File: src/rtl/e203_exu_brslv_flush.sv
// Commit-side branch resolver: decides on pipeline flushes, computes the redirect PC,
// holds the flush request until the IFU acknowledges it, and counts mispredictions.
module e203_exu_brslv_flush #(
  parameter int unsigned PC_W  = 32,
  parameter int unsigned CNT_W = 16
) (
  input  logic             clk,
  input  logic             rst_n,
  input  logic             cmt_i_valid,
  output logic             cmt_i_ready,
  input  logic             cmt_i_rv32,
  input  logic             cmt_i_bjp,
  input  logic             cmt_i_bjp_prdt,
  input  logic             cmt_i_bjp_rslv,
  input  logic             cmt_i_mret,
  input  logic             cmt_i_dret,
  input  logic             cmt_i_fencei,
  input  logic [PC_W-1:0]  cmt_i_pc,
  input  logic [PC_W-1:0]  cmt_i_imm,
  input  logic [PC_W-1:0]  csr_epc_r,
  input  logic [PC_W-1:0]  csr_dpc_r,
  output logic             flush_req,
  input  logic             flush_ack,
  output logic [PC_W-1:0]  flush_pc,
  output logic             cmt_mret_ena,
  output logic             cmt_dret_ena,
  output logic             cmt_fencei_ena,
  output logic             nonflush_cmt_ena,
  output logic [CNT_W-1:0] mispred_cnt
);

  typedef enum logic {IDLE = 1'b0, REQ = 1'b1} state_t;
  typedef enum logic [1:0] {C_BJP = 2'd0, C_MRET = 2'd1, C_DRET = 2'd2, C_FENCEI = 2'd3} cause_t;

  state_t            state_q;
  cause_t            cause_q;
  cause_t            cause_d;
  logic [PC_W-1:0]   target_d;
  logic [PC_W-1:0]   flush_pc_q;
  logic [PC_W-1:0]   seq_pc;
  logic [CNT_W-1:0]  cnt_q;
  logic              flush_req_q;
  logic              mret_ena_q;
  logic              dret_ena_q;
  logic              fencei_ena_q;
  logic              nonflush_q;
  logic              accept;
  logic              mispred;
  logic              need_flush;

  assign accept     = cmt_i_valid & cmt_i_ready;
  assign mispred    = cmt_i_bjp & (cmt_i_bjp_prdt ^ cmt_i_bjp_rslv);
  assign need_flush = cmt_i_mret | cmt_i_dret | cmt_i_fencei | mispred;
  assign seq_pc     = cmt_i_pc + (cmt_i_rv32 ? PC_W'(4) : PC_W'(2));

  // Redirect target and cause, highest-priority flag first
  always_comb begin
    target_d = seq_pc;
    cause_d  = C_BJP;
    if (cmt_i_dret) begin
      target_d = csr_dpc_r;
      cause_d  = C_DRET;
    end else if (cmt_i_mret) begin
      target_d = csr_epc_r;
      cause_d  = C_MRET;
    end else if (cmt_i_fencei) begin
      cause_d  = C_FENCEI;
    end else if (cmt_i_bjp_rslv) begin
      target_d = cmt_i_pc + cmt_i_imm;
    end
  end

  // Flush FSM with registered outputs
  always_ff @(posedge clk or negedge rst_n) begin
    if (!rst_n) begin
      state_q      <= IDLE;
      cause_q      <= C_BJP;
      flush_pc_q   <= '0;
      flush_req_q  <= 1'b0;
      mret_ena_q   <= 1'b0;
      dret_ena_q   <= 1'b0;
      fencei_ena_q <= 1'b0;
      nonflush_q   <= 1'b0;
      cnt_q        <= '0;
    end else begin
      mret_ena_q   <= 1'b0;
      dret_ena_q   <= 1'b0;
      fencei_ena_q <= 1'b0;
      nonflush_q   <= 1'b0;
      case (state_q)
        IDLE: begin
          if (accept) begin
            if (need_flush) begin
              state_q     <= REQ;
              flush_req_q <= 1'b1;
              flush_pc_q  <= target_d;
              cause_q     <= cause_d;
              if ((cause_d == C_BJP) && (cnt_q != {CNT_W{1'b1}})) begin
                cnt_q <= cnt_q + CNT_W'(1);
              end
            end else begin
              nonflush_q <= 1'b1;
            end
          end
        end
        REQ: begin
          if (flush_ack) begin
            state_q     <= IDLE;
            flush_req_q <= 1'b0;
            case (cause_q)
              C_MRET:   mret_ena_q   <= 1'b1;
              C_DRET:   dret_ena_q   <= 1'b1;
              C_FENCEI: fencei_ena_q <= 1'b1;
              default:  ;
            endcase
          end
        end
        default: state_q <= IDLE;
      endcase
    end
  end

  assign cmt_i_ready      = (state_q == IDLE);
  assign flush_req        = flush_req_q;
  assign flush_pc         = flush_pc_q;
  assign cmt_mret_ena     = mret_ena_q;
  assign cmt_dret_ena     = dret_ena_q;
  assign cmt_fencei_ena   = fencei_ena_q;
  assign nonflush_cmt_ena = nonflush_q;
  assign mispred_cnt      = cnt_q;

endmodule

File: config.mk
export PLATFORM = sky130hd
export DESIGN_NAME = e203_exu_brslv_flush
export DESIGN_NICKNAME = d
export VERILOG_FILES = /design/src/rtl/e203_exu_brslv_flush.sv
export SDC_FILE = /design/constraint.sdc
export NUM_CORES = 1
export LEC_CHECK = 0
export CORE_ASPECT_RATIO = 1.5
export CORE_MARGIN = 3
export CORE_UTILIZATION = 45
export DETAILED_ROUTE_END_ITERATION = 10
export PLACE_DENSITY = 0.8
export SETUP_SLACK_MARGIN = 0.15
export SLEW_MARGIN = 20
export SYNTH_ARGS = -nofsm -noshare
export SYNTH_HDL_FRONTEND = slang
export SYNTH_SLANG_ARGS = --single-unit
export TNS_END_PERCENT = 20
File: constraint.sdc
create_clock -name clk -period 5.4 [get_ports clk]
set_input_delay 1.62 -clock clk [delete_from_list [all_inputs] [get_ports clk]]
set_output_delay 1.62 -clock clk [all_outputs]
set_load 0.01 [all_outputs]
==> summary.md, run 1 <==
| Metric | Value |
|---|---|
| Quantity of gates resized following cts | `0` |
| Top-Level Pins | `193` |
| CP max stage cell | `clkdlybuf4s50_1` |
| DRC | `0` |
| Tmin final | `4.32 ns` |
| Hold Worst Slack | `0.480 ns` |
| Vias in the first global route | `5940` |
| TritonRoute pass-1 iters | `5` |
| GP Congestion | `0.912` |
| RSZ-0062 raised after global routing | `no` |
| Worst Reg2Reg Path Length in Cells | `9` |
| Core Rows | `48` |
| Skew-Pair Late Insertion Delay | `0.30 ns` |
| Synthesized Nets | `873` |
| Crit path buffers/inverters | `1` |
| Setup Buffers After CTS | `0` |
| Synth top area cells | `dfrtp_1 (26%), ha_1 (7.9%), a21oi_1 (7.2%)` |
| Slew Viols, Final | `0` |
| Root buf cell | `clkbuf_16` |
| Initial core utilization | `46.3%` |
| Library cells used by synthesis | `66` |
| Synth Area in XOR/XNOR | `10.9%` |
| Setup violators final | `0` |
| CTS Buf Count | `5` |
| Min-Delay Endpoint | `flush_req` |
| Clk sink count | `56` |
| 1st-iter DRT viols | `287` |
| Post-Synth Simple-Gate Area | `22.7%` |
| Yosys reg bits | `56` |
| Die height | `140 µm` |
| Skew final | `0.00540 ns` |
| Initial antenna violation count | `0` |
| Ys Warns | `0` |
| Max_cap viols | `0` |
| Hold-fix buffers, CTS | `0` |
| Worst hold path class | `register to register` |
| Largest family of logic cells by synthesized area | `compound AO/OA/AOI/OAI gates` |
| Area fraction of the dominant cell type after synthesis | `26.1%` |
| Crit path capture type | `register` |
| Critical path cell sequence | `clkdlybuf4s50_1 > ha_1 > fa_1 > a211oi_2 > o211ai_2 > a41oi_4 > o31ai_4 > a211oi_4 > o21ai_1 > mux2i_1 > o311ai_1` |
| WL final | `19.0 mm` |
| Routed vias/inst | `5.82` |
| CP arrival | `4.52 ns` |
| Ys async rst share | `100%` |
| Fill cells | `994` |
| WL/cell | `18.6 µm` |
| DIE WIDTH | `95.2 µm` |
| Die area | `0.0133 mm²` |
| Post-DP HPWL | `15.6 mm` |
| IO Port Bufs | `192` |
| First-pass GRT wire length | `30.3 mm` |
| Pwr Density | `214 mW/mm²` |
| Area grow syn2layout | `41.2%` |
| Syn Area/Cell | `7.69 µm²` |
| RR Endpoint | `flush_pc[24]` |
| Final Hold Fails | `0` |
| Largest area contributor in the netlist | `dfrtp_1` |
| Slew margin rel. | `30.4%` |
| Final worst-path cycle share | `80.0%` |
| Mux cell area share after synthesis | `0.793%` |
| Total GRT Usage | `28.6%` |
| Worst EP required | `5.60 ns` |
| Setup TNS | `0 ns` |
| Final Net Count | `1050` |
| Bufs on Longest Clock Path | `2` |
| Seq/Total Area, Yosys | `26.1%` |
| Commonest non-fill, non-tap cell in the layout | `clkdlybuf4s50_1` |
| Post-DRT Antenna Nets | `0` |
| Critical path peak fanout | `5` |
| Via count | `5974` |
| Reg2reg start | `state_q` |
| Leak pwr | `3.10 nW` |
| Total core area | `0.0116 mm²` |
| Post-synth EDFFs | `0` |
| Adder-cell area share of the yosys netlist | `8.67%` |
| Syn Std Cell Area | `0.00537 mm²` |
| CTS tree | `built` |
| Largest net degree at the start of global routing | `57` |
| Fmax | `231 MHz` |
| Worst VDD drop | `0.130 mV` |
| R2R Setup Slk | `2.86 ns` |
| Largest delay share family, worst path | `compound AO/OA/AOI/OAI gates` |
| Max stage delay on crit path | `0.44 ns` |
| Setup crit start kind | `input port` |
| Synth Flop Type | `dfrtp_1` |
| Share of layout cells above drive strength 1 | `3.54%` |
| Status | `finished, final reports clean` |
| Critical path class | `input port to register` |
| Htree depth | `2` |
| Ant diodes | `0` |
| Most frequent cells in the layout | `clkdlybuf4s50_1 (191), nand2_1 (97), a21oi_1 (76)` |
| Worst-Margin Slew | `1.04 ns` |
| Post-synthesis compound-gate area fraction | `27.4%` |
| Global route overflow | `0` |
| Power, Total | `1.62 mW` |
| Worst Hold Depth | `2` |
| Post-Synthesis Cells | `698` |
| Worst-path clk slew | `0.07 ns` |
| HP Start | `flush_req` |
==> through the flow <==
step	setup slack [ns]	std cells	util [%]	instance area (µm²)
after floorplan	1.43	698	-	5370
after global placement	0.801	1018	64.1	7430
after detailed placement	0.740	1018	64.1	7430
after CTS	1.05	1026	65.4	7580
after global routing	0.914	1026	65.4	7580
final	1.08	1026	65.4	7580
==> layer usage <==
layer	global-route usage, %	vias up	wire length [µm]
met5	0	-	0
met4	10.4	0	648
met3	3.14	37	1320
met2	49.4	235	9640
met1	35.8	2791	7440
li1	-	2911	-
==> cells in the mapped netlist, types with 6 or more instances <==
| cell type | instances |
|---|---|
| nand2_1 | 97 |
| a21oi_1 | 77 |
| nor2_1 | 58 |
| dfrtp_1 | 56 |
| o21ai_0 | 37 |
| xnor2_1 | 37 |
| ha_1 | 34 |
| xor2_1 | 30 |
| clkbuf_1 | 29 |
| nand3_1 | 25 |
| o21ai_1 | 25 |
| and3_1 | 18 |
| nor3_1 | 16 |
| inv_1 | 15 |
| nand4_1 | 13 |
| o211ai_1 | 12 |
| a21o_1 | 11 |
| a31oi_1 | 8 |
| a211oi_1 | 7 |
| o22ai_1 | 6 |
| or3_1 | 6 |
==> worst register-to-register path: cells and delay by family (launching register included) <==
kind	cells	cell delay, ns
and+or+nand+nor	3	1.01
AOI/OAI and AO/OA	4	0.59
buffers and inverters	2	0.43
DFF	1	0.41
==> worst max-delay path by stage <==
stage / endpoint / depth (start not counted) / slack (ns) / from
floorplan: flush_pc[22] / 10 / 1.43 / cmt_i_pc[0]
global placement: flush_pc[22] / 11 / 0.80 / cmt_i_pc[0]
detailed placement: flush_pc[22] / 11 / 0.74 / cmt_i_pc[0]
CTS: flush_pc[22] / 11 / 1.05 / cmt_i_pc[0]
global route: flush_pc[26] / 11 / 0.91 / cmt_i_pc[0]
finish: flush_pc[26] / 11 / 1.08 / cmt_i_pc[0]
==> cells by family (layout without fill, tap and decap cells) <==
| family | Yosys count | in the layout |
|---|---|---|
| AND/OR/NAND/NOR | 257 | 257 |
| buffers and inverters | 48 | 226 |
| AO/OA/AOI/OAI | 230 | 230 |
| multiplexers | 4 | 4 |
| flip-flops | 56 | 56 |
| XOR/XNOR | 67 | 67 |
| adder cells (fa/ha/maj) | 36 | 36 |
==> flip-flops by register name (all words and copies together), names as in the netlist <==
register          cells
flush_pc             32
mispred_cnt          16
cause_q               2
cmt_dret_ena          1
cmt_fencei_ena        1
cmt_mret_ena          1
flush_req             1
nonflush_cmt_ena      1
state_q               1
==> power breakdown <==
group          internal, mW  switching [mW]  total, mW  leakage, nW
Combinational         0.378           0.378      0.755         2.33
Clock                 0.173           0.150      0.323       0.0671
Sequential            0.494          0.0485      0.542        0.703
Total                  1.04           0.576       1.62         3.10
==> area by class of cell <==
class / instances / area [µm²] / area share [%]
clock inverter: 2 / 16.3 / 0.215
multi-input combinational: 594 / 3790 / 50.0
inverter: 16 / 60.1 / 0.792
clock buffer: 6 / 129 / 1.70
tap: 150 / 188 / 2.48
sequential: 56 / 1400 / 18.5
timing repair buffer: 202 / 1990 / 26.3
Power figures use the tool's default switching activity.
==> run 2, diff against run 1 <==
- CORE_UTILIZATION: 45 -> 42
- PLACE_DENSITY: 0.8 -> 0.79
- clock period: 5.4 -> 3.9 ns (I/O delays scaled with it)
==> summary.md, run 2 (synthesis results as in run 1) <==
| Metric | Value |
|---|---|
| Tmin final | `3.64 ns` |
| TritonRoute pass-1 iters | `6 (+1)` |
| Setup TNS | `0 ns (unchanged)` |
| Area grow syn2layout | `48.4%` |
| Clk sink count | `56 (unchanged)` |
| R2R Setup Slk | `1.90 ns (-0.96 ns)` |
| Die height | `144 µm (+3.4%)` |
| Commonest non-fill, non-tap cell in the layout | `clkdlybuf4s50_1` |
| Final worst-path cycle share | `93.4%` |
| Final Hold Fails | `0 (unchanged)` |
| Routed vias/inst | `5.72 (-1.8%)` |
| RR Endpoint | `mispred_cnt[13]` |
| CTS Buf Count | `5 (unchanged)` |
| Share of layout cells above drive strength 1 | `8.78% (+5.2 points)` |
| Slew Viols, Final | `0 (unchanged)` |
| Max_cap viols | `0 (unchanged)` |
| Root buf cell | `clkbuf_16` |
| Leak pwr | `3.34 nW (+8.0%)` |
| Worst EP required | `4.09 ns (-1.51 ns)` |
| DRC | `0 (unchanged)` |
| Worst Hold Depth | `1 (-1)` |
| Setup violators final | `0 (unchanged)` |
| Final Net Count | `1097 (+4.5%)` |
| Fmax | `274 MHz` |
| Setup crit start kind | `input port` |
| Vias in the first global route | `6034 (+1.6%)` |
| Critical path class | `input port to register` |
| WL final | `19.6 mm (+2.8%)` |
| Min-Delay Endpoint | `cmt_mret_ena` |
| Placed inst area | `0.00778 mm² (+4.6%)` |
| DIE WIDTH | `98.3 µm (+3.3%)` |
| Max stage delay on crit path | `0.46 ns (+0.02 ns)` |
| Post-DP HPWL | `16.0 mm (+2.9%)` |
| Critical path peak fanout | `4 (-1)` |
| Via count | `6173 (+3.3%)` |
| CTS tree | `built` |
| Initial antenna violation count | `1 (+1)` |
| Total core area | `0.0125 mm² (+7.9%)` |
| Bufs on Longest Clock Path | `2 (unchanged)` |
| Skew final | `0.00966 ns (+0.00426 ns)` |
| Most frequent cells in the layout | `clkdlybuf4s50_1 (189), nand2_1 (97), a21oi_1 (76)` |
| HP Start | `cause_q[1]` |
| Max FFs per register | `32 (unchanged)` |
| Fill cells | `1126 (+13%)` |
| Die area | `0.0142 mm² (+6.8%)` |
| Crit path buffers/inverters | `2 (+1)` |
| Htree depth | `2 (unchanged)` |
| Largest net degree at the start of global routing | `45 (-21%)` |
| Largest delay share family, worst path | `compound AO/OA/AOI/OAI gates` |
| Worst hold path class | `register to register` |
| Global route overflow | `0 (unchanged)` |
| Power, Total | `2.31 mW (+43%)` |
| IO Port Bufs | `192 (unchanged)` |
| Reg2reg start | `state_q` |
| CP max stage cell | `clkdlybuf4s50_1` |
| Fin area | `0.00796 mm² (+5.0%)` |
| Top-Level Pins | `193 (unchanged)` |
| Core Rows | `50 (+4.2%)` |
| Worst VDD drop | `0.224 mV (+72%)` |
| GP Congestion | `1.00 (+9.6%)` |
| Skew-Pair Late Insertion Delay | `0.30 ns (about the same)` |
| WL/cell | `18.1 µm (-2.3%)` |
| Worst-Margin Slew | `0.983 ns (-0.0555 ns)` |
| First-pass GRT wire length | `30.8 mm (+1.6%)` |
| Crit path capture type | `register` |
| Hold-fix buffers, CTS | `0 (unchanged)` |
| Post-DRT Antenna Nets | `0 (unchanged)` |
| CP arrival | `3.84 ns (-0.68 ns)` |
| Initial core utilization | `42.9% (-3.4 points)` |
| Most common cell on crit path | `o21ai_1` |
| Critical path cell sequence | `clkdlybuf4s50_1 > buf_4 > ha_1 > a211oi_1 > o21ai_1 > o2111ai_1 > a21boi_0 > nand2b_1 > xnor2_1 > o21ai_1 > a41o_1` |
| RSZ-0062 raised after global routing | `yes` |
| Worst-path clk slew | `0.08 ns (about the same)` |
| Pwr Density | `290 mW/mm² (+36%)` |
| Total GRT Usage | `26.7% (-1.8 points)` |
| 1st-iter DRT viols | `385 (+34%)` |
| Worst Reg2Reg Path Length in Cells | `9 (unchanged)` |
| Slew margin rel. | `34.4% (+4.0 points)` |
| Status | `finished, final reports clean` |
==> run 2: layout make-up <==
cell class              instances  area, µm²  share of cell area, %
repair buffers                249       2350                   29.5
flip-flops and latches         56       1400                   17.6
clock inverters                 3       25.0                  0.314
clock buffers                   5        125                   1.57
diodes                          1       2.50                 0.0314
multi-input cells             594       3800                   47.7
well taps                     156        195                   2.45
inverters                      16       60.1                  0.754
==> run 2: per-stage QoR <==
| step | utilization, % | setup slack (ns) | instances | hold WS, ns |
|---|---|---|---|---|
| 2_1_floorplan | - | 0.383 | 698 | 0.436 |
| 5_1_grt | 63.6 | 0.104 | 1080 | 0.506 |
| 4_1_cts | 63.4 | 0.212 | 1077 | 0.470 |
| 3_3_place_gp | 62.2 | -0.106 | 1069 | 0.455 |
| 6_report | 63.6 | 0.256 | 1080 | 0.473 |
| 3_5_place_dp | 62.2 | -0.186 | 1069 | 0.457 |
==> run 2: worst max path at each step <==
stage / cells past startpoint / start / slack, ns / end
floorplan: 10 / cmt_i_pc[0] / 0.38 / flush_pc[22]
global placement: 11 / cmt_i_pc[0] / -0.11 / flush_pc[22]
detailed placement: 11 / cmt_i_pc[0] / -0.19 / flush_pc[26]
CTS: 11 / cmt_i_pc[0] / 0.21 / flush_pc[26]
global route: 11 / cmt_i_pc[1] / 0.10 / flush_pc[19]
finish: 11 / cmt_i_pc[1] / 0.26 / flush_pc[23]
==> run 2: timing repair <==
| action | in CTS | in global routing |
|---|---|---|
| setup buffers | 0 | 2 |
| cloned | 0 | 0 |
| gates resized for setup | 0 | 5 |
| pin swaps | 2 | 11 |
| setup endpoints to repair | 1 | 7 |
==> run 2: worst register-to-register path, stage by stage, from the launching register on <==
cell and delay, ns:
dfrtp_1 0.41, nor2b_1 0.13, buf_4 0.17, nand4_1 0.14, a31oi_2 0.20, nand4_1 0.18, nor2_1 0.23, nand2_1 0.15
nor2_1 0.14, xor2_1 0.17
==> run 2: layer usage <==
| layer | global-route usage [%] | share of wire, % |
|---|---|---|
| met1 | 32.3 | 39 |
| met2 | 47.3 | 51 |
| met3 | 2.90 | 6.1 |
| met4 | 12.7 | 4.2 |
| met5 | 0 | 0 |
==> run 2: power breakdown <==
group	internal [mW]	switching, mW
Combinational	0.563	0.532
Sequential	0.683	0.0634
Clock	0.244	0.226
==> run 3, diff against run 2 <==
- ABC_AREA: default -> 0
==> results of run 3 <==
The final DEF is identical to that of run 2; final timing and power are the same.
